--- src/rtl/sd_pkg.sv ---
// sd_pkg: shared SD SPI command, response and state definitions
package sd_pkg;
  typedef enum logic [1:0] {ST_UNINIT = 2'd0, ST_IDLE = 2'd1, ST_READY = 2'd2} card_state_e;
  typedef enum logic [2:0] {HUNT, RECV, DECODE, NCR, RESP} rx_state_e;
  localparam logic [5:0] CMD0 = 6'd0, CMD8 = 6'd8, CMD16 = 6'd16, CMD41 = 6'd41, CMD55 = 6'd55, CMD58 = 6'd58;
  localparam int R1_IDLE = 0, R1_ILLEGAL = 2, R1_CRC = 3, R1_PARAM = 6;
  localparam logic [31:0] OCR_BASE = 32'h00FF8000;
  localparam int FRAME_LEN = 48;
  localparam logic [6:0] CRC7_POLY = 7'h09;
endpackage

--- src/rtl/sd_crc7.sv ---
// sd_crc7: serial CRC7 (x^7+x^3+1) accumulator with clear and bit enable
module sd_crc7 import sd_pkg::*; (
  input  logic       clk,
  input  logic       reset,
  input  logic       clr,
  input  logic       en,
  input  logic       din,
  output logic [6:0] crc
);
  logic [6:0] crc_q, crc_d;
  always_comb crc_d = clr ? '0 : en ? ({crc_q[5:0], 1'b0} ^ ((crc_q[6] ^ din) ? CRC7_POLY : 7'h0)) : crc_q;
  always_ff @(posedge clk) crc_q <= reset ? '0 : crc_d;
  assign crc = crc_q;
endmodule

--- src/rtl/sd_spi_card_responder.sv ---
// sd_spi_card_responder: SPI-mode SD card side of the initialization handshake
module sd_spi_card_responder import sd_pkg::*; #(
  parameter int ACMD41_BUSY = 2,
  parameter int CCS         = 1,
  parameter int NCR_BYTES   = 1,
  parameter int CHECK_CRC   = 0
) (
  input  logic        clk,
  input  logic        reset,
  input  logic        SCLK,
  input  logic        CS,
  input  logic        DI,
  output logic        DO,
  output logic        cmdValid,
  output logic [5:0]  cmdIndex,
  output logic [31:0] cmdArgument,
  output logic [1:0]  cardState
);
  logic [2:0] sclk_q;
  logic [1:0] cs_q, di_q;
  logic rise, fall, cs_hi, din;
  rx_state_e state_q, state_d;
  card_state_e card_q, card_d, card_n;
  logic [47:0] frame_q, frame_d;
  logic [39:0] resp_q, resp_d;
  logic [6:0] cnt_q, cnt_d, resp_len;
  logic long_q, long_d, long_n;
  logic do_q, do_d, valid_q, valid_d, app_q, app_d, app_n;
  logic [7:0] busy_q, busy_d, busy_n, r1;
  logic [5:0] idx_q, idx_d, f_idx;
  logic [31:0] arg_q, arg_d, f_arg, tail;
  logic [6:0] crc;
  logic frame_ok, crc_bad, respond, last_ncr, illegal, perr;
  always_ff @(posedge clk) begin
    if (reset) begin
      sclk_q <= '0;
      cs_q <= 2'b11;
      di_q <= 2'b11;
    end else begin
      sclk_q <= {sclk_q[1:0], SCLK};
      cs_q <= {cs_q[0], CS};
      di_q <= {di_q[0], DI};
    end
  end
  assign rise = sclk_q[1] & ~sclk_q[2];
  assign fall = ~sclk_q[1] & sclk_q[2];
  assign cs_hi = cs_q[1];
  assign din = di_q[1];
  sd_crc7 u_crc7 (
    .clk  (clk),
    .reset(reset),
    .clr  (state_q == HUNT),
    .en   (!cs_hi && state_q == RECV && rise && cnt_q < 7'd40),
    .din  (din),
    .crc  (crc)
  );
  assign f_idx = frame_q[45:40];
  assign f_arg = frame_q[39:8];
  assign frame_ok = !frame_q[47] && frame_q[46] && frame_q[0];
  assign crc_bad = (CHECK_CRC != 0) && (crc != frame_q[7:1]);
  assign respond = frame_ok && (card_q != ST_UNINIT || f_idx == CMD0);
  assign last_ncr = cnt_q == 7'(NCR_BYTES * 8 - 1);
  assign resp_len = long_q ? 7'd40 : 7'd8;
  always_comb begin
    card_n = card_q;
    app_n = f_idx == CMD55;
    busy_n = busy_q;
    illegal = 1'b0;
    perr = 1'b0;
    long_n = 1'b0;
    tail = '0;
    if (crc_bad) app_n = app_q;
    else case (f_idx)
      CMD0: begin
        card_n = ST_IDLE;
        busy_n = 8'(ACMD41_BUSY);
      end
      CMD8: begin
        long_n = 1'b1;
        tail = {20'h0, (f_arg[11:8] == 4'h1) ? 4'h1 : 4'h0, f_arg[7:0]};
      end
      CMD55: app_n = 1'b1;
      CMD41: begin
        if (!app_q) illegal = 1'b1;
        else if (busy_q != 8'd0) busy_n = busy_q - 8'd1;
        else card_n = ST_READY;
      end
      CMD58: begin
        long_n = 1'b1;
        tail = OCR_BASE | {card_q == ST_READY, card_q == ST_READY && CCS != 0, 30'h0};
      end
      CMD16: perr = f_arg != 32'h0000_0200;
      default: illegal = 1'b1;
    endcase
    r1 = '0;
    r1[R1_IDLE] = card_n != ST_READY;
    r1[R1_ILLEGAL] = illegal;
    r1[R1_CRC] = crc_bad;
    r1[R1_PARAM] = perr;
  end
  always_ff @(posedge clk) state_q <= reset ? HUNT : state_d;
  always_comb begin
    state_d = state_q;
    if (cs_hi) state_d = HUNT;
    else case (state_q)
      HUNT:    state_d = (rise && !din) ? RECV : HUNT;
      RECV:    state_d = (rise && cnt_q == 7'(FRAME_LEN - 1)) ? DECODE : RECV;
      DECODE:  state_d = respond ? NCR : HUNT;
      NCR:     state_d = (fall && last_ncr) ? RESP : NCR;
      RESP:    state_d = (fall && cnt_q == resp_len) ? HUNT : RESP;
      default: state_d = HUNT;
    endcase
  end
  always_comb begin
    frame_d = frame_q;
    resp_d = resp_q;
    cnt_d = cnt_q;
    long_d = long_q;
    do_d = do_q;
    valid_d = 1'b0;
    card_d = card_q;
    app_d = app_q;
    busy_d = busy_q;
    idx_d = idx_q;
    arg_d = arg_q;
    if (cs_hi) begin
      do_d = 1'b1;
      cnt_d = '0;
    end else case (state_q)
      HUNT: if (rise && !din) begin
        cnt_d = 7'd1;
        frame_d = '0;
      end
      RECV: if (rise) begin
        frame_d = {frame_q[46:0], din};
        cnt_d = cnt_q + 7'd1;
      end
      DECODE: begin
        cnt_d = '0;
        if (respond) begin
          valid_d = 1'b1;
          idx_d = f_idx;
          arg_d = f_arg;
          card_d = card_n;
          app_d = app_n;
          busy_d = busy_n;
          long_d = long_n;
          resp_d = {r1, tail};
        end
      end
      NCR: if (fall) begin
        do_d = 1'b1;
        cnt_d = last_ncr ? '0 : cnt_q + 7'd1;
      end
      RESP: if (fall) begin
        do_d = (cnt_q == resp_len) ? 1'b1 : resp_q[39];
        resp_d = {resp_q[38:0], 1'b0};
        cnt_d = cnt_q + 7'd1;
      end
      default: ;
    endcase
  end
  always_ff @(posedge clk) begin
    if (reset) begin
      frame_q <= '0;
      resp_q <= '0;
      cnt_q <= '0;
      long_q <= 1'b0;
      do_q <= 1'b1;
      valid_q <= 1'b0;
      card_q <= ST_UNINIT;
      app_q <= 1'b0;
      busy_q <= 8'(ACMD41_BUSY);
      idx_q <= '0;
      arg_q <= '0;
    end else begin
      frame_q <= frame_d;
      resp_q <= resp_d;
      cnt_q <= cnt_d;
      long_q <= long_d;
      do_q <= do_d;
      valid_q <= valid_d;
      card_q <= card_d;
      app_q <= app_d;
      busy_q <= busy_d;
      idx_q <= idx_d;
      arg_q <= arg_d;
    end
  end
  assign DO = do_q;
  assign cmdValid = valid_q;
  assign cmdIndex = idx_q;
  assign cmdArgument = arg_q;
  assign cardState = card_q;
endmodule

--- config.mk ---
export PLATFORM = sky130hd
export DESIGN_NAME = sd_spi_card_responder
export DESIGN_NICKNAME = d
export VERILOG_FILES = /design/src/rtl/sd_pkg.sv /design/src/rtl/sd_crc7.sv /design/src/rtl/sd_spi_card_responder.sv
export SDC_FILE = /design/constraint.sdc
export NUM_CORES = 1
export LEC_CHECK = 0
export CAP_MARGIN = 20
export CORE_UTILIZATION = 52
export DETAILED_ROUTE_END_ITERATION = 10
export PLACE_DENSITY_LB_ADDON = 0.08
export SLEW_MARGIN = 10
export SYNTH_ARGS = -nofsm -noshare
export SYNTH_HDL_FRONTEND = slang
export SYNTH_SLANG_ARGS = --single-unit
export TNS_END_PERCENT = 10
--- constraint.sdc ---
create_clock -name clk -period 1.9 [get_ports clk]
set_input_delay 0.38 -clock clk [delete_from_list [all_inputs] [get_ports clk]]
set_output_delay 0.38 -clock clk [all_outputs]
set_load 0.005 [all_outputs]
-- Word level (Yosys, flattened, before mapping)
Index checks and enable logic that the tools add are counted.
Widths: inputs -> output; s select.
- $add $sub $neg: 2
- equality and inequality tests: 23
- mux-type cells: 37
- bitwise logic cells: 6
- reductions and logical operators: 29
- operators with widths (cell ; count):
    $mux 48 ; 2
    $pmux 48 s2 ; 1
    $mux 40 ; 2
    $pmux 40 s2 ; 1
    $pmux 32 s2 ; 1
    $mux 7 ; 5
    $pmux 7 s5 ; 1
    $ne 32x10->1 const B ; 1
    $eq 6x6->1 const B ; 3
    $mux 8 ; 2
    $ne 2x2->1 const B ; 8
    $pmux 8 s2 ; 1
    $pmux 3 s5 ; 1
    $mux 1 ; 10
    $reduce_bool 2->1 ; 5
    $mux 2 ; 4
    $reduce_and 4->1 ; 2
    $reduce_bool 8->1 ; 1
    $sub 8x1->8 const B ; 1
    $add 7x1->7 const B ; 1
    $eq 7x3->1 const B ; 1
    $eq 7x6->1 ; 1
    $eq 7x6->1 const B ; 1
    $logic_and 1x1->1 ; 7
    other kinds (24) ; 34
- flip-flop bits (word level): 157
- input bits: 5
- output and inout bits: 42
- word-level logic and storage cells: 112

-- Depth between registers and ports, before layout
Gate-level depths: netlist (run 1).
- depth after elaboration: 7
- mapped depth: 8

-- Least setup slack after synthesis (run 1)
OpenSTA, ideal clock, no wires.
- path type: register to register
- start: register state_q[1]
- end: register resp_q[30]
- library setup time: 132 ps
- arrival: 1818 ps
- path slack: -50 ps
- stages on the path, launching flop included: 9
- path buffers: 3
- cells stage by stage: dfxtp_1 > buf_6 > or3b_1 > buf_2 > or3_4 > o21a_2 > buf_2 > a221oi_1 > nor3_1
- word-level cells in the longest chain between the ends: 3
- elaborated cells between the ends (all ways): 7
- classes of those cells: eq/ne (4); mux (1); reduce/logical (2)
- ends and longest elaborated chain (element ; RTL line ; source):
    start: declaration ; sd_spi_card_responder.sv:22 ; rx_state_e state_q, state_d;
    start signal: assignment ; sd_spi_card_responder.sv:101 ; always_ff @(posedge clk) state_q <= reset ? HUNT : state_d;
    $eq 3x2->1 or $eq 3x3->1 (tied branches) ; sd_spi_card_responder.sv:129 ; end else case (state_q)
    $ne 2x2->1 (no source line) or $reduce_bool 2->1 (tied branches) ; - ;
    $reduce_and 4->1 (no source line) ; - ;
    end signal: assignment ; sd_spi_card_responder.sv:178 ; resp_q <= resp_d;
    end: declaration ; sd_spi_card_responder.sv:25 ; logic [39:0] resp_q, resp_d;
Parallel ways exist; a longest one is shown, timed or not.
A chain may end at the register's enable or synchronous reset.

-- Worst setup path after layout (run 1)
- start: register frame_q[40]
- end: register idx_q[3] (netlist: cmdIndex[3])
- word-level cells in the longest chain between the ends: 4
- ends and longest elaborated chain (element ; RTL line ; source):
    start: declaration ; sd_spi_card_responder.sv:24 ; logic [47:0] frame_q, frame_d;
    start signal: assignment ; sd_spi_card_responder.sv:177 ; frame_q <= frame_d;
    $logic_not 6->1 ; sd_spi_card_responder.sv:61 ; assign respond = frame_ok && (card_q != ST_UNINIT || f_idx == CMD0);
    $logic_or 1x1->1 ; sd_spi_card_responder.sv:61 ;
    $logic_and 1x1->1 ; sd_spi_card_responder.sv:61 ;
    $reduce_and 3->1 (no source line) ; - ;
    end signal: assignment ; sd_spi_card_responder.sv:186 ; idx_q <= idx_d;
    end: declaration ; sd_spi_card_responder.sv:30 ; logic [5:0] idx_q, idx_d, f_idx;
Every way passes these cells.

==> summary.md, run 1 <==
At the end of the flow, the number of nets in the layout was 838. Counting every net in the synthesized netlist gives 784. Pin placement for this block handled 47 I/O pins. The run finished with clean final reports. The repair_antennas step left the layout with diodes totalling 0. Capture point of the worst reg-to-reg path: cmdIndex[3]. The initial antenna violation count came out at 0. The cell family contributing the most delay on the critical path is simple AND/OR/NAND/NOR gates. Synthesis inferred 157 register bits. STA classifies the critical path endpoint as a flop.

The die span in x is 112 um. For this block, the initial DRC count from the detailed router was 472. The area added between synthesis and finish works out to 26.2%. The routed layout has 5759 vias. The placed instances occupy a cell area of 7200 sq um.

Library cell occupying the most area in the post-synthesis netlist: sky130_fd_sc_hd__dfxtp_1. Before antenna repair, the detailed router went through 5 iterations. Yosys printed 0 warnings. Per report_power, the combinational group accounts for 1.2% of the total.

In this run the vertical extent of the chip is 112 um. The count of endpoints failing hold in the final timing report came out at 0. Counting I/O delays and the setup requirement, the final critical path takes 1.89 ns. Setup repair after global routing could not meet its margin everywhere.

In this run, CTS created clock tree buffers numbering 17. Walking the worst path, the cells encountered are buf_4 -> nor4_1 -> a21oi_2 -> nor2_2 -> buf_12 -> buf_12 -> nand2_1 -> a21oi_1. Setup violations remaining at the end of the flow were counted as 0.

For the pin with the worst max-slew slack, the measured transition is 0.526 ns. Dividing total power by cell area gives a power density of 924 nW/um^2. After synthesis the cells add up to 6340 sq um. Sequential cells were found to cover 49.6% of the synthesized design area.

The biggest cell delay along the critical path is 0.35 ns, and the share of the clock period used by the worst path is 99.6%. The leakage power figure is 2.69 nW. The tools report the power dissipated by switching net loads as 1.42 mW. The maximum clock skew at final layout is 0.00866 ns.

In the final layout, the share of cells above drive strength 1 is 13.4%. The filler cells instantiated in the layout total 948. The area enclosed by the die boundary is 12600 sq um, and the combined global-route utilization of all metal layers is 24.9%. The worst hold path begins at reset. The cell occurring most often along the worst timing path was sky130_fd_sc_hd__buf_12. STA classifies the critical path startpoint as a flop. Most instantiated library cell after synthesis: sky130_fd_sc_hd__dfxtp_1. The insertion delay of the later-clocked pin in the worst-skew pair was 0.42 ns. After layout, the design draws a total of 7.39 mW. The number of slew-limit violations in the final report came out at 0. The worst-case IR drop observed on VDD is 725 uV.

In this run, post-CTS hold repair placed 0 buffers. The worst setup path is of the flop to flop kind. Ranked by total cell area, the synthesized netlist is headed by sky130_fd_sc_hd__dfxtp_1 (50%), sky130_fd_sc_hd__nand2_1 (8.7%), sky130_fd_sc_hd__a21oi_1 (8.0%).

By area, the combinational part of the netlist is dominated by simple AND/OR/NAND/NOR gates. Clock-pin slew was measured on the worst setup and hold paths at 0.06 ns. The number of vias per cell came out at 5.85.

Worst endpoint data arrival time: 2.23 ns. During placement, the flow inserted port buffers numbering 46. No sink is reached through more buffers than the 2 on the longest clock path.

The run gives 0 as the count of nets left with antenna violations after detail routing. Once the floorplan was initialized, standard cells occupied 54.3% of the core. The total number of clock tree sinks came out at 157. For the core area, the log shows 11700 sq um. The worst hold path stage count came out at 2. The timing-limited maximum frequency was 528 MHz; the number of buffer and inverter instances along the worst setup path was 3. The number of enable flip-flop cells after synthesis is 0. In this run the biggest area consumer among cell types represents 49.6% of the synthesized area. The net switching fraction of the power works out to 19.3%. For the worst setup path, the data required time is 2.24 ns. The logs give 0.007 ns for the setup slack of the worst register-to-register path and 44.7% for the sequential share of power.

Row count: 39. The library cell used as clock root buffer was sky130_fd_sc_hd__clkbuf_16. The wire-length estimate of the detail-placed layout is 9780 um. Summing the areas of all compound-gate instances in the mapped netlist gives 17.1% of the synthesized area. Among all stages on the critical path, the largest delay is contributed by sky130_fd_sc_hd__nor4_1. Most common flop cell mapped by yosys: sky130_fd_sc_hd__dfxtp_1. The number of global-route vias before repair was 5269. After routing the design area is 8000 sq um.

The clock network is responsible for 54.1% of the overall power. After synthesis, the share of cell area in mux cells is 0.948%. Routability-driven placement finished with a final weighted congestion of 0.868. Each instance of the synthesized netlist takes up on average 8.18 sq um. The tightest min-delay check is of the primary input to flop type.

After global routing the overflow that remains totals 0. Entering global routing, the biggest net connects 48 pins. Measured against its own limit, the worst slew margin works out to 64.9%.

Internal power: 5.97 mW. The worst hold path terminates at sclk_q[1]. Cell count after synthesis: 775. The share of synthesized cell area in and, or, nand and nor gates was 26.9%. After synthesis, the share of flip-flops with an asynchronous set or reset is 0%. The run gives 0 as the residual DRC count. In this run the critical register-to-register path is launched from frame_q[40]. The unique cell type count in the Yosys netlist came out at 56. The H-tree generated during clock tree synthesis spans 4 levels.

The mean routed wirelength per cell is 15.7 um. The first global-routing pass estimated 25300 um of wire. For this block, the routed nets add up to 15500 um of wire. TritonCTS built the clock tree. The number of cells on the worst reg-to-reg path is 8.

Of all nets on the critical path, the largest fanout is 34. Counting instances in the post-synthesis netlist gives the leading cell types as sky130_fd_sc_hd__dfxtp_1 (157), sky130_fd_sc_hd__nand2_1 (147), sky130_fd_sc_hd__a21oi_1 (101). Summing the areas of all xor and xnor instances in the mapped netlist gives 0.138% of the synthesized area. The tool flagged a number of max-cap violations equal to 0.

The post-synthesis share of cell area spent on full adders, half adders and majority gates works out to 0.790%.
-- kinds of logic (layout without fill, tap and decap cells) --
family / count (synthesis) / count (layout)
and+or+nand+nor: 359 / 359
AOI/OAI and AO/OA: 178 / 180
DFF: 157 / 157
buffers and inverters: 70 / 135
muxes: 6 / 6
adders and majority gates: 4 / 4
xor gates and xnor gates: 1 / 1
-- registers in the layout (all words and copies together) (netlist names), 3 cells and up --
name and flops:
busy_q 8, cmdArgument 32, cmdIndex 6, cnt_q 7, frame_q 48, resp_q 40
sclk_q 3, state_q 3
-- final cells by class --
class	count	area, sq um	share of cell area, %
sequential	157	3150	39.3
multi-input combinational	550	3010	37.7
timing repair buffer	94	926	11.6
clock buffer	19	443	5.54
clock inverter	13	259	3.24
tap	143	179	2.24
inverter	9	33.8	0.422
-- how the worst max path moves through the flow --
stage	start	end	slack, ns	depth (start not counted)
5_1_grt	frame_q[41]	cmdArgument[1]	-0.08	8
4_1_cts	cardState[1]	resp_q[31]	-0.0003	5
2_1_floorplan	state_q[1]	resp_q[30]	-0.03	8
3_5_place_dp	frame_q[40]	busy_q[4]	-0.01	6
3_3_place_gp	state_q[2]	resp_q[1]	0.06	5
6_report	frame_q[40]	cmdIndex[3]	0.007	8
-- power groups by stage --
stage	Clock [mW]	Sequential (mW)	Combinational (mW)
2_1_floorplan	0	3.37	0.0589
3_3_place_gp	0	3.38	0.0877
3_5_place_dp	0	3.38	0.0894
4_1_cts	4.05	3.30	0.0896
5_1_grt	4.20	3.30	0.100
6_report	4.00	3.30	0.0909
-- metal layers --
layer / vias to the layer above / wire [um] / share of wire (%) / global-route usage, %
met5: - / 0 / 0 / 0
met4: 0 / 140 / 0.90 / 7.91
met3: 13 / 676 / 4.4 / 5.51
met2: 145 / 7770 / 50 / 41.2
met1: 2777 / 6880 / 44 / 32.5
li1: 2824 / - / - / -
-- what timing repair did --
item	in CTS	in global routing
buffers inserted	0	1
gates cloned	0	2
pin swaps	0	2
setup endpoints to repair	2	66
gates resized for setup	1	18
-- cells in the final DEF (no fill, tap or decap), types with 7 or more instances in the layout --
| cell type | n |
|---|---|
| sky130_fd_sc_hd__o21ai_0 | 7 |
| sky130_fd_sc_hd__clkdlybuf4s50_1 | 45 |
| sky130_fd_sc_hd__buf_12 | 8 |
| sky130_fd_sc_hd__buf_4 | 39 |
| sky130_fd_sc_hd__nand2_1 | 147 |
| sky130_fd_sc_hd__nor3_1 | 24 |
| sky130_fd_sc_hd__nand2b_1 | 13 |
| sky130_fd_sc_hd__clkbuf_16 | 17 |
| sky130_fd_sc_hd__or2_2 | 7 |
| sky130_fd_sc_hd__nor2_1 | 52 |
| sky130_fd_sc_hd__a221oi_1 | 9 |
| sky130_fd_sc_hd__bufinv_16 | 7 |
| sky130_fd_sc_hd__a211oi_1 | 12 |
| sky130_fd_sc_hd__a21oi_1 | 100 |
| sky130_fd_sc_hd__dfxtp_1 | 155 |
| sky130_fd_sc_hd__nand3_1 | 58 |
| sky130_fd_sc_hd__inv_1 | 8 |
| sky130_fd_sc_hd__nor4_1 | 13 |
| sky130_fd_sc_hd__a22oi_1 | 17 |
-- stage by stage --
step	setup slack, ns	setup TNS (ns)	hold WS (ns)	util, %	instances
2_1_floorplan	-0.0307	-1.21	0.389	-	775
3_3_place_gp	0.0552	0	0.398	61.7	950
3_5_place_dp	-0.0101	-0.0101	0.394	61.7	950
4_1_cts	-0.000290	-0.000290	0.250	67.8	982
5_1_grt	-0.0776	-1.50	0.259	68.6	985
6_report	0.00692	0	0.257	68.6	985
(Power assumes the default switching activity.)
==> run 2: changes to the inputs <==
--- a/config.mk
+++ b/config.mk
@@ -8,6 +8,7 @@
 export CAP_MARGIN = 20
 export CORE_UTILIZATION = 52
 export DETAILED_ROUTE_END_ITERATION = 10
+export MAX_ROUTING_LAYER = met4
 export PLACE_DENSITY_LB_ADDON = 0.08
 export SLEW_MARGIN = 10
 export SYNTH_ARGS = -nofsm -noshare
==> run 2 against run 1 <==
  * The run now ends with negative setup slack left
  * Clock power is 18% lower
  * Sequential power about the same
  * Global-route usage increased by 1.3 points
  * Utilization fell by 0.49 points
  * Register-to-register slack lost 0.04 ns
  * Routed wire length is 1.6% higher
  * First-iteration DRC count increased by 19%
  * Cell count is 0.30% lower
  * Critical path depth shrank 2
  * Combinational power increased by 1%
  * Maximum frequency decreased by 2.0%
==> summary.md, run 2 (same netlist as run 1, synthesis figures left out) <==
Number of maximum-capacitance constraint violations: 0 (unchanged). The library cells used most frequently in the layout, excluding fill and tap cells, are sky130_fd_sc_hd__dfxtp_1 (153), sky130_fd_sc_hd__nand2_1 (147), sky130_fd_sc_hd__a21oi_1 (99). The clock transition time at the flip-flop clock pins of the worst setup and hold paths is 0.06 ns (about the same). Worst setup timing slack at the placement stage: -0.0508 ns (-0.0406 ns).

Leaving out fill and tap cells, the most frequent cell in the layout is sky130_fd_sc_hd__dfxtp_1. The die span in x is 112 um (unchanged). Global-route wire length before repair: 25900 um (+2.4%). The number of iterations in the first detailed-routing pass came out at 5 (unchanged). Number of fill cells in the layout: 961 (+1.4%). The number of flip-flops in the largest register came out at 48 (unchanged). Count of nets left with antenna violations after detail routing: 0 (unchanged). The count of hold buffers inserted by post-cts repair is 0 (unchanged).

STA classifies the critical path endpoint as a flop. For the relative slew slack, the log shows 66.3% (+1.3 points). For the leakage power figure, the log shows 2.66 nW (-1.3%). STA classifies the critical path startpoint as a flop. The final net count is 837 (-0.12%), and the share of the clock period used by the worst path is 102% (+2.0 points). The number of vias per cell was 5.88 (+0.64%); the insertion delay of the later-clocked pin in the worst-skew pair was 0.42 ns (about the same).

The area added between synthesis and finish is 25.3%. The critical path is of the flop to flop type. The run gives -0.0310 ns (-0.0379 ns) as the worst setup margin.

The worst ir drop on vdd is 609 uV (-16%). The number of global-route vias before repair is 5414 (+2.8%), and the die outline height is 112 um (unchanged). The logs give 0.325 ns (+0.0680 ns) for the smallest hold slack and -0.03 ns (-0.04 ns) for the setup slack of the worst register-to-register path.

The row count came out at 39 (unchanged). The slew at the pin closest to its max-slew limit is 0.501 ns (-0.0248 ns), and the count of routing violations after the opening detailed-route iteration is 564 (+19%). The fraction of layout cells with a size suffix above 1 works out to 14.7% (+1.2 points). The maximum buffer depth of the clock tree came out at 2 (unchanged).

The flow ran to the end, but the final reports show violations. The total number of clock tree sinks was 157 (unchanged). The largest register by flop count is frame_q. Final antenna diode count: 0 (unchanged).

The area enclosed by the die boundary is 12600 sq um (unchanged). The H-tree depth is 4 (unchanged). Highest fanout seen on the critical path: 8 (-76%). The beginning of the worst hold path was reset. The worst register-to-register path begins at frame_q[40].

The data required time of the worst path was 2.24 ns (about the same); the overall power after layout was 6.66 mW (-9.9%). The total overflow reported by the global router is 0 (unchanged). The worst hold path stage count is 2 (unchanged).

The run gives 17 (unchanged) as the clock buffer count from CTS. The number of slew-limit violations in the final report is 0 (unchanged), and the mean routed wirelength per cell is 16.0 um (+1.9%). The tools report the detailed-route via count as 5778 (+0.33%). The final reports fail on negative setup slack.

The logs give 26.2% (+1.3 points) for the combined global-route utilization of all metal layers and 54.3% (unchanged) for the effective utilization at floorplan. The tree is rooted in a sky130_fd_sc_hd__clkbuf_16. The core area came out at 11700 sq um (unchanged). The number of buffer cells added on primary ports was 46 (unchanged). Maximum clock skew at final layout: 0.00590 ns (-0.00276 ns). Setup repair after global routing could not meet its margin everywhere. The initial antenna violation count is 0 (unchanged), and the count of endpoints failing hold in the final timing report is 0 (unchanged). The path depth of the worst reg2reg path is 6 (-2), and the power per standard cell area is 839 nW/um^2 (-9.2%).

The routed wire length was 15700 um (+1.6%). The tools report the placed wire-length estimate as 9960 um (+1.8%). The maximum number of pins on one net before global-route repair came out at 85 (+77%). The global placement routability congestion is 0.857 (-1.3%). The tools report the capture point of the worst reg-to-reg path as busy_q[4].

The timing-limited maximum frequency came out at 518 MHz (-2.0%). The tools report the worst endpoint data arrival time as 2.27 ns (+0.04 ns). The aggregate negative setup slack is -0.0310 ns (-0.0310 ns). The worst hold path belongs to the class primary input to flop. The residual DRC count came out at 0 (unchanged).

The tools report the end point of the most critical hold path as sclk_q[0]. The run gives 47 (unchanged) as the count of boundary I/O pins. TritonCTS built the clock tree. The clock period minus final worst setup slack came out at 1.93 ns (+0.0379 ns). The final setup violation count is 1 (+1). The utilization after layout came out at 68.1% (-0.49 points).
==> run 2: cell count changes in the layout (fill, tap and decap cells not counted), moves of 3 or more <==
cell	delta
sky130_fd_sc_hd__bufinv_16	-5
sky130_fd_sc_hd__a221oi_1	-3
sky130_fd_sc_hd__clkinv_2	+3
sky130_fd_sc_hd__buf_4	-4
sky130_fd_sc_hd__nor4_2	+3
sky130_fd_sc_hd__nor4_1	-3
sky130_fd_sc_hd__a221oi_2	+3
==> run 2: cell type report <==
type	instances	area, sq um	area share (%)
clock buffer	19	443	5.58
clock inverter	11	120	1.51
inverter	9	36.3	0.457
multi-input combinational	550	3070	38.6
sequential	157	3150	39.7
tap	143	179	2.25
timing repair buffer	93	947	11.9
==> run 2: worst max-delay path by stage <==
stage | start | to | slack [ns] | depth (start not counted)
4_1_cts | frame_q[40] | busy_q[4] | -0.007 | 6
6_report | frame_q[40] | busy_q[4] | -0.03 | 6
3_3_place_gp | state_q[0] | resp_q[1] | 0.05 | 5
2_1_floorplan | state_q[1] | resp_q[30] | -0.03 | 8
3_5_place_dp | frame_q[40] | busy_q[4] | -0.05 | 6
5_1_grt | frame_q[40] | busy_q[4] | -0.09 | 6
==> run 2: where the power goes <==
part           internal (mW)  total, mW  switching, mW
Combinational         0.0288     0.0920         0.0632
Clock                   1.95       3.27           1.32
Sequential              3.30       3.30        0.00654
==> run 2: routing by layer <==
metal	vias up	global-route usage (%)	share of wire [%]
li1	2825	-	-
met1	2772	33.4	45
met2	148	40.9	48
met3	33	5.56	4.8
met4	0	9.78	2.2
met5	-	-	0
==> run 2: critical path, stage by stage (launching register included) <==
cell                      delay (ns)
sky130_fd_sc_hd__dfxtp_1        0.31
sky130_fd_sc_hd__or4_4          0.55
sky130_fd_sc_hd__nor3_4         0.21
sky130_fd_sc_hd__buf_6          0.15
sky130_fd_sc_hd__o21ai_4        0.10
sky130_fd_sc_hd__nor4b_2        0.27
sky130_fd_sc_hd__mux2i_1        0.25
==> run 2: stage by stage <==
step | instance area, sq um | cells
after global routing | 7940 | 982
final | 7940 | 982
after global placement | 7210 | 949
after floorplan | 6360 | 775
after CTS | 7800 | 979
after detailed placement | 7210 | 949
==> run 2: repair_timing <==
item / CTS / global route
setup endpoints to repair: 6 / 112
pin swaps: 0 / 3
buffers inserted: 0 / 1
resized for setup: 5 / 31
cloned: 0 / 2
==> run 3: changes to the inputs <==
--- a/config.mk
+++ b/config.mk
@@ -10,7 +10,8 @@
 export DETAILED_ROUTE_END_ITERATION = 10
 export MAX_ROUTING_LAYER = met4
 export PLACE_DENSITY_LB_ADDON = 0.08
-export SLEW_MARGIN = 10
+export RECOVER_POWER = 50
+export SLEW_MARGIN = 15
 export SYNTH_ARGS = -nofsm -noshare
 export SYNTH_HDL_FRONTEND = slang
 export SYNTH_SLANG_ARGS = --single-unit
==> run 3 against run 2 <==
  * The flow still finishes with violations (negative setup slack)
  * Clock skew increased by 0.0012 ns
  * Critical path type unchanged
  * Final area fell by 0.35%
  * Largest cell class unchanged
  * Combinational power fell by 2%
==> summary.md, run 3 (same netlist as run 1, synthesis figures left out) <==
The run finished, with violations left. The clock period minus final worst setup slack was 1.94 ns (+0.00426 ns). For the detailed-route via count, the log shows 5783 (+0.087%). Setup repair after global routing could not meet its margin everywhere. Number of fill cells in the layout: 968 (+0.73%).

The final antenna diode count came out at 0 (unchanged). The global-route wire length before repair was 25900 um (unchanged). In the layout the commonest cells are sky130_fd_sc_hd__dfxtp_1 (153), sky130_fd_sc_hd__nand2_1 (147), sky130_fd_sc_hd__a21oi_1 (99).

The tools report the final cell count without fillers as 982 (unchanged). The startpoint identified for the worst register-to-register timing path is frame_q[40]. The final reports fail on negative setup slack.

The run gives 0 (unchanged) as the count of endpoints failing hold in the final timing report. The global placement routability congestion is 0.857 (unchanged). The logs give 837 (unchanged) for the final net count and 1 (unchanged) for the final setup violation count.

The tools report the total overflow reported by the global router as 0 (unchanged). The worst endpoint data arrival time came out at 2.27 ns (about the same). The tools report the aggregate negative setup slack as -0.0353 ns (-0.00426 ns).

The share of the clock period used by the worst path is 102% (+0.22 points). For the count of boundary I/O pins, the log shows 47 (unchanged). For the row count, the log shows 39 (unchanged). Number of flip-flops in the largest register: 48 (unchanged). Power per standard cell area: 841 nW/um^2 (+0.29%). The kind of critical path was flop to flop. For the timing-limited maximum frequency, the log shows 517 MHz (-0.22%). The maximum number of pins on one net before global-route repair is 85 (unchanged). For the total number of clock tree sinks, the log shows 157 (unchanged). Startpoint type of the worst setup path: a flop. STA classifies the critical path endpoint as a flop.

The run gives 49.0% (about the same) as the portion of total power attributed to the clock network. The tools report the maximum clock skew at final layout as 0.00712 ns (+0.00122 ns). The number of buffer cells added on primary ports came out at 46 (unchanged). The tools report the area enclosed by the die boundary as 12600 sq um (unchanged).

Worst setup margin: -0.0353 ns (-0.00426 ns). The run gives 0 (unchanged) as the number of slew-limit violations in the final report. The end point of the most critical hold path was sclk_q[0]. The combined global-route utilization of all metal layers is 26.2% (unchanged), and the maximum buffer depth of the clock tree is 2 (unchanged).

Relative slew slack: 66.5% (+0.26 points). For the number of maximum-capacitance constraint violations, the log shows 0 (unchanged). For the leakage power figure, the log shows 2.78 nW (+4.7%). The initial antenna violation count is 0 (unchanged). The total area of multi-input combinational cells is 3060 sq um (-0.20%), and the count of routing violations after the opening detailed-route iteration is 578 (+2.5%).

The overall power after layout is 6.66 mW (about the same), and the number of iterations in the first detailed-routing pass is 8 (+3). The portion of total power attributed to combinational logic was 1.4% (about the same). The die span in x came out at 112 um (unchanged). Path class of the lowest-slack min-delay path: primary input to flop. In this run the most critical hold path is launched from reset.

The logs give -0.04 ns (about the same) for the setup slack of the worst register-to-register path and 4 (unchanged) for the H-tree depth. The area of all sequential standard cells is 3150 sq um (unchanged), and the placed wire-length estimate is 9960 um (unchanged). The clock transition time at the flip-flop clock pins of the worst setup and hold paths is 0.06 ns (about the same), and the worst hold path stage count is 2 (unchanged). The internal power was 5.27 mW (about the same); the number of global-route vias before repair was 5414 (unchanged). The fraction of layout cells with a size suffix above 1 was 14.3% (-0.36 points). Number of vias per cell: 5.89 (about the same). The sequential share of power was 49.6% (about the same); the smallest hold slack was 0.326 ns (+0.000226 ns). The core area is 11700 sq um (unchanged).

The mean routed wirelength per cell was 16.0 um (-0.27%); the power dissipated by switching net loads was 1.39 mW (-0.16%). The routed wire length is 15700 um (-0.27%). frame_q holds more flip-flops than any other register.

The clock buffer count from CTS came out at 17 (unchanged). The logs give 54.3% (unchanged) for the effective utilization at floorplan and 949 (unchanged) for the placed instance count. Capture point of the worst reg-to-reg path: busy_q[4]. The worst ir drop on vdd was 609 uV (about the same); the die outline height was 112 um (unchanged).

The tools report the data required time of the worst path as 2.24 ns (about the same). Leaving out fill and tap cells, the most frequent cell in the layout is sky130_fd_sc_hd__dfxtp_1. CTS placed an instance of sky130_fd_sc_hd__clkbuf_16 at the clock tree root. The path depth of the worst reg2reg path is 6 (unchanged). TritonCTS built the clock tree. The slew at the pin closest to its max-slew limit was 0.497 ns (-0.00389 ns); the count of nets left with antenna violations after detail routing was 0 (unchanged). For the insertion delay of the later-clocked pin in the worst-skew pair, the log shows 0.42 ns (about the same).

The highest fanout seen on the critical path was 8 (unchanged). The net switching fraction of the power was 20.9% (-0.021 points). The residual DRC count is 0 (unchanged). The tools report the count of hold buffers inserted by post-cts repair as 0 (unchanged). The area added between synthesis and finish came out at 24.9%.
## run 3: cell types whose count changed in the layout (fill, tap and decap cells not counted)
cell                              before  now
sky130_fd_sc_hd__buf_12               10    9
sky130_fd_sc_hd__buf_4                35   31
sky130_fd_sc_hd__buf_6                 3    4
sky130_fd_sc_hd__clkbuf_1              1    3
sky130_fd_sc_hd__clkbuf_2              0    2
sky130_fd_sc_hd__clkdlybuf4s50_1      45    2
sky130_fd_sc_hd__dlygate4sd3_1         0   43
sky130_fd_sc_hd__nor4_1               10   11
sky130_fd_sc_hd__nor4_2                3    2
## run 3: timing repair
item | in CTS | in global routing
buffers inserted | 0 | 1
endpoints found under the setup margin | 6 | 112
pin swaps | 0 | 3
gates cloned | 0 | 2
resized for setup | 5 | 31
hold endpoints to repair | 0 | 0
## run 3: cell type report
class | count | share of cell area [%]
Sequential cell | 157 | 39.8
Clock inverter | 11 | 1.52
Clock buffer | 19 | 5.60
Timing Repair Buffer | 93 | 11.7
Multi-Input combinational cell | 550 | 38.7
Tap cell | 143 | 2.26
Inverter | 9 | 0.458
## run 3: per-layer routing
layer,track usage (%),wire [um],vias to the layer above
met5,-,0,-
met4,9.78,318,0
met3,5.56,725,29
met2,40.9,7530,139
met1,33.4,7090,2789
li1,-,-,2826
## run 3: stage by stage
stage	instance area [sq um]	setup WS (ns)	util (%)
2_1_floorplan	6360	-0.0307	-
3_3_place_gp	7210	0.0451	61.8
3_5_place_dp	7210	-0.0508	61.8
4_1_cts	7800	-0.00660	66.9
5_1_grt	7920	-0.148	67.9
6_report	7920	-0.0353	67.9
## run 3: power groups by stage
| stage | logic (mW) | registers (mW) | clock network [mW] |
|---|---|---|---|
| after floorplan | 0.0589 | 3.37 | 0 |
| after global placement | 0.0877 | 3.38 | 0 |
| after detailed placement | 0.0895 | 3.38 | 0 |
| after CTS | 0.0900 | 3.30 | 3.31 |
| after global routing | 0.0989 | 3.30 | 3.45 |
| final | 0.0902 | 3.30 | 3.27 |
## run 3: worst max-delay path by stage
stage                start         end  slack (ns)  cells past startpoint
6_report       frame_q[40]   busy_q[4]       -0.04                      6
5_1_grt         state_q[0]    cnt_q[0]       -0.15                      7
3_3_place_gp    state_q[0]   resp_q[1]        0.05                      5
2_1_floorplan   state_q[1]  resp_q[30]       -0.03                      8
3_5_place_dp   frame_q[40]   busy_q[4]       -0.05                      6
4_1_cts        frame_q[40]   busy_q[4]      -0.007                      6
## run 3: worst max-delay path, cell delays in order (launching register included)
cell                      delay [ns]
sky130_fd_sc_hd__dfxtp_1        0.31
sky130_fd_sc_hd__or4_4          0.55
sky130_fd_sc_hd__nor3_4         0.21
sky130_fd_sc_hd__buf_6          0.15
sky130_fd_sc_hd__o21ai_4        0.10
sky130_fd_sc_hd__nor4b_2        0.27
sky130_fd_sc_hd__mux2i_1        0.26
==> RTL change: new RTL, config.mk and constraints of run 1 <==
`FRAME_LEN`: 48 -> 47.
--- a/src/rtl/sd_pkg.sv
+++ b/src/rtl/sd_pkg.sv
@@ -7,3 +7,3 @@
   localparam logic [31:0] OCR_BASE = 32'h00FF8000;
-  localparam int FRAME_LEN = 48;
+  localparam int FRAME_LEN = 47;
   localparam logic [6:0] CRC7_POLY = 7'h09;
Function: same outputs for any inputs over 4 cycles, from zero or initial values and one cycle with reset high; that may be too few to reach the edited logic, so the function may still have changed.
==> RTL change against run 1 <==
- the run now ends with setup timing left
- design area is 6.3% higher
- non-clock buffer count grew 15
- synthesized area grew 0.24%
- power shrank 10%
- worst setup slack got worse by 180 ps
- routed wire length grew 6.6%
- sequential cell count is the same
- critical endpoint is now resp_q[16]$_SDFFE_PP0P_
- largest cell class is now multi-input gates
==> RTL change: results (changes against run 1) <==
outcome:
  status: "complete, but fails checks"  # was finished, final reports clean
  violations: "setup timing"
pwr:
  p_leak_nw: 2.92  # was 2.69 nW
  swShare_pct: 21.8  # was 19.3%
  seq_power_share_pct: 49.7  # was 44.7%
  ir_worst_vdd_mv: 0.570  # was 0.725 mV
  power_mw: 6.65  # was 7.39 mW
  p_clk_mw: 3.25  # was 4.00 mW
final_layout:
  seq_area_mm2: 0.00315  # about the same
  non_clock_buffer_count: 109  # was 94
  multi_input_area_mm2: 0.00339  # was 0.00301 mm²
  fillers: 918  # was 948
  fin_nets: 849  # was 838
  multi_input_cells: 545  # was 550
  layout-drive-gt1-share_pct: 23.1  # was 13.4%
  stdcell_count: 998  # was 985
critical_path:
  crit_arrival_ps: 2420  # was 2230 ps
  max_stage_delay_ps: 560  # was 350 ps
  cp_slowest_cell: "or4_4"  # was nor4_1
  r2r_end: "resp_q[16]$_SDFFE_PP0P_"  # was cmdIndex[3]$_SDFFE_PP0P_
  crit_fanout: 7  # was 34
timing:
  fin_tns_setup_ps: -7660  # was 0 ps
  fin_ws_ps: -169  # was 6.92 ps
  setup_violations: 89  # was 0
synthesis:
  synth.net_count: 786  # was 784
  synth_common_cells: "dfxtp_1, nand2_1, a21oi_1"  # unchanged
  syn_avg_cell_area_um2: 8.19  # was 8.18 µm²
  ys_types: 54  # was 56
place:
  pre_cts_ws_ps: -242  # was -10.1 ps
  place_area_mm2: 0.00723  # was 0.00720 mm²
  dp_hpwl_mm: 9.24  # was 9.78 mm
  gp_congestion: 0.805  # was 0.868
global_routing:
  grt_pass1_vias: 5419  # was 5,269
  met1_usage_pct: 33.2  # was 32.5%
  track_usage_pct: 25.6  # was 24.9%
  grt_pass1_wl_mm: 26.0  # was 25.3 mm
  grt_use_met2_pct: 42.3  # was 41.2%
drt:
  met3_length_um: 554  # was 676 µm
  drt-total-wl_mm: 16.5  # was 15.5 mm
  drtIter0Drc: 452  # was 472
  drt-met1-wl_mm: 7.50  # was 6.88 mm
cts:
  post_cts_resized: 23  # was 1
  post_cts_buffers: 4  # was 0
-- RTL change: cell count changes in the layout (fill, tap and decap cells not counted), moves of 7 or more --
cell             run 1  this run
a21oi_2              1        21
a22oi_1             17         1
a21oi_1            100        84
a211oi_1            12         2
a22oi_2              0        17
nor3_1              24        17
a221oi_1             9         2
-- RTL change: cells by family (layout without fill, tap and decap cells) --
logic type               Yosys count  count (layout)  synth area share, %
AO/OA/AOI/OAI                    190             190                 18.4
XOR/XNOR                           1               1                0.138
adder cells (fa/ha/maj)            5               5                0.985
buffers and inverters             75             149                 4.85
flip-flops                       157             157                 49.5
multiplexers                       3               3                0.473
AND/OR/NAND/NOR                  345             346                 25.7
-- RTL change: critical path, delay by kind of cell, from the launching register on --
family | cells | cell delay (ps)
and+or+nand+nor | 3 | 770
AOI/OAI and AO/OA | 2 | 430
DFF | 1 | 320
buffers and inverters | 3 | 460
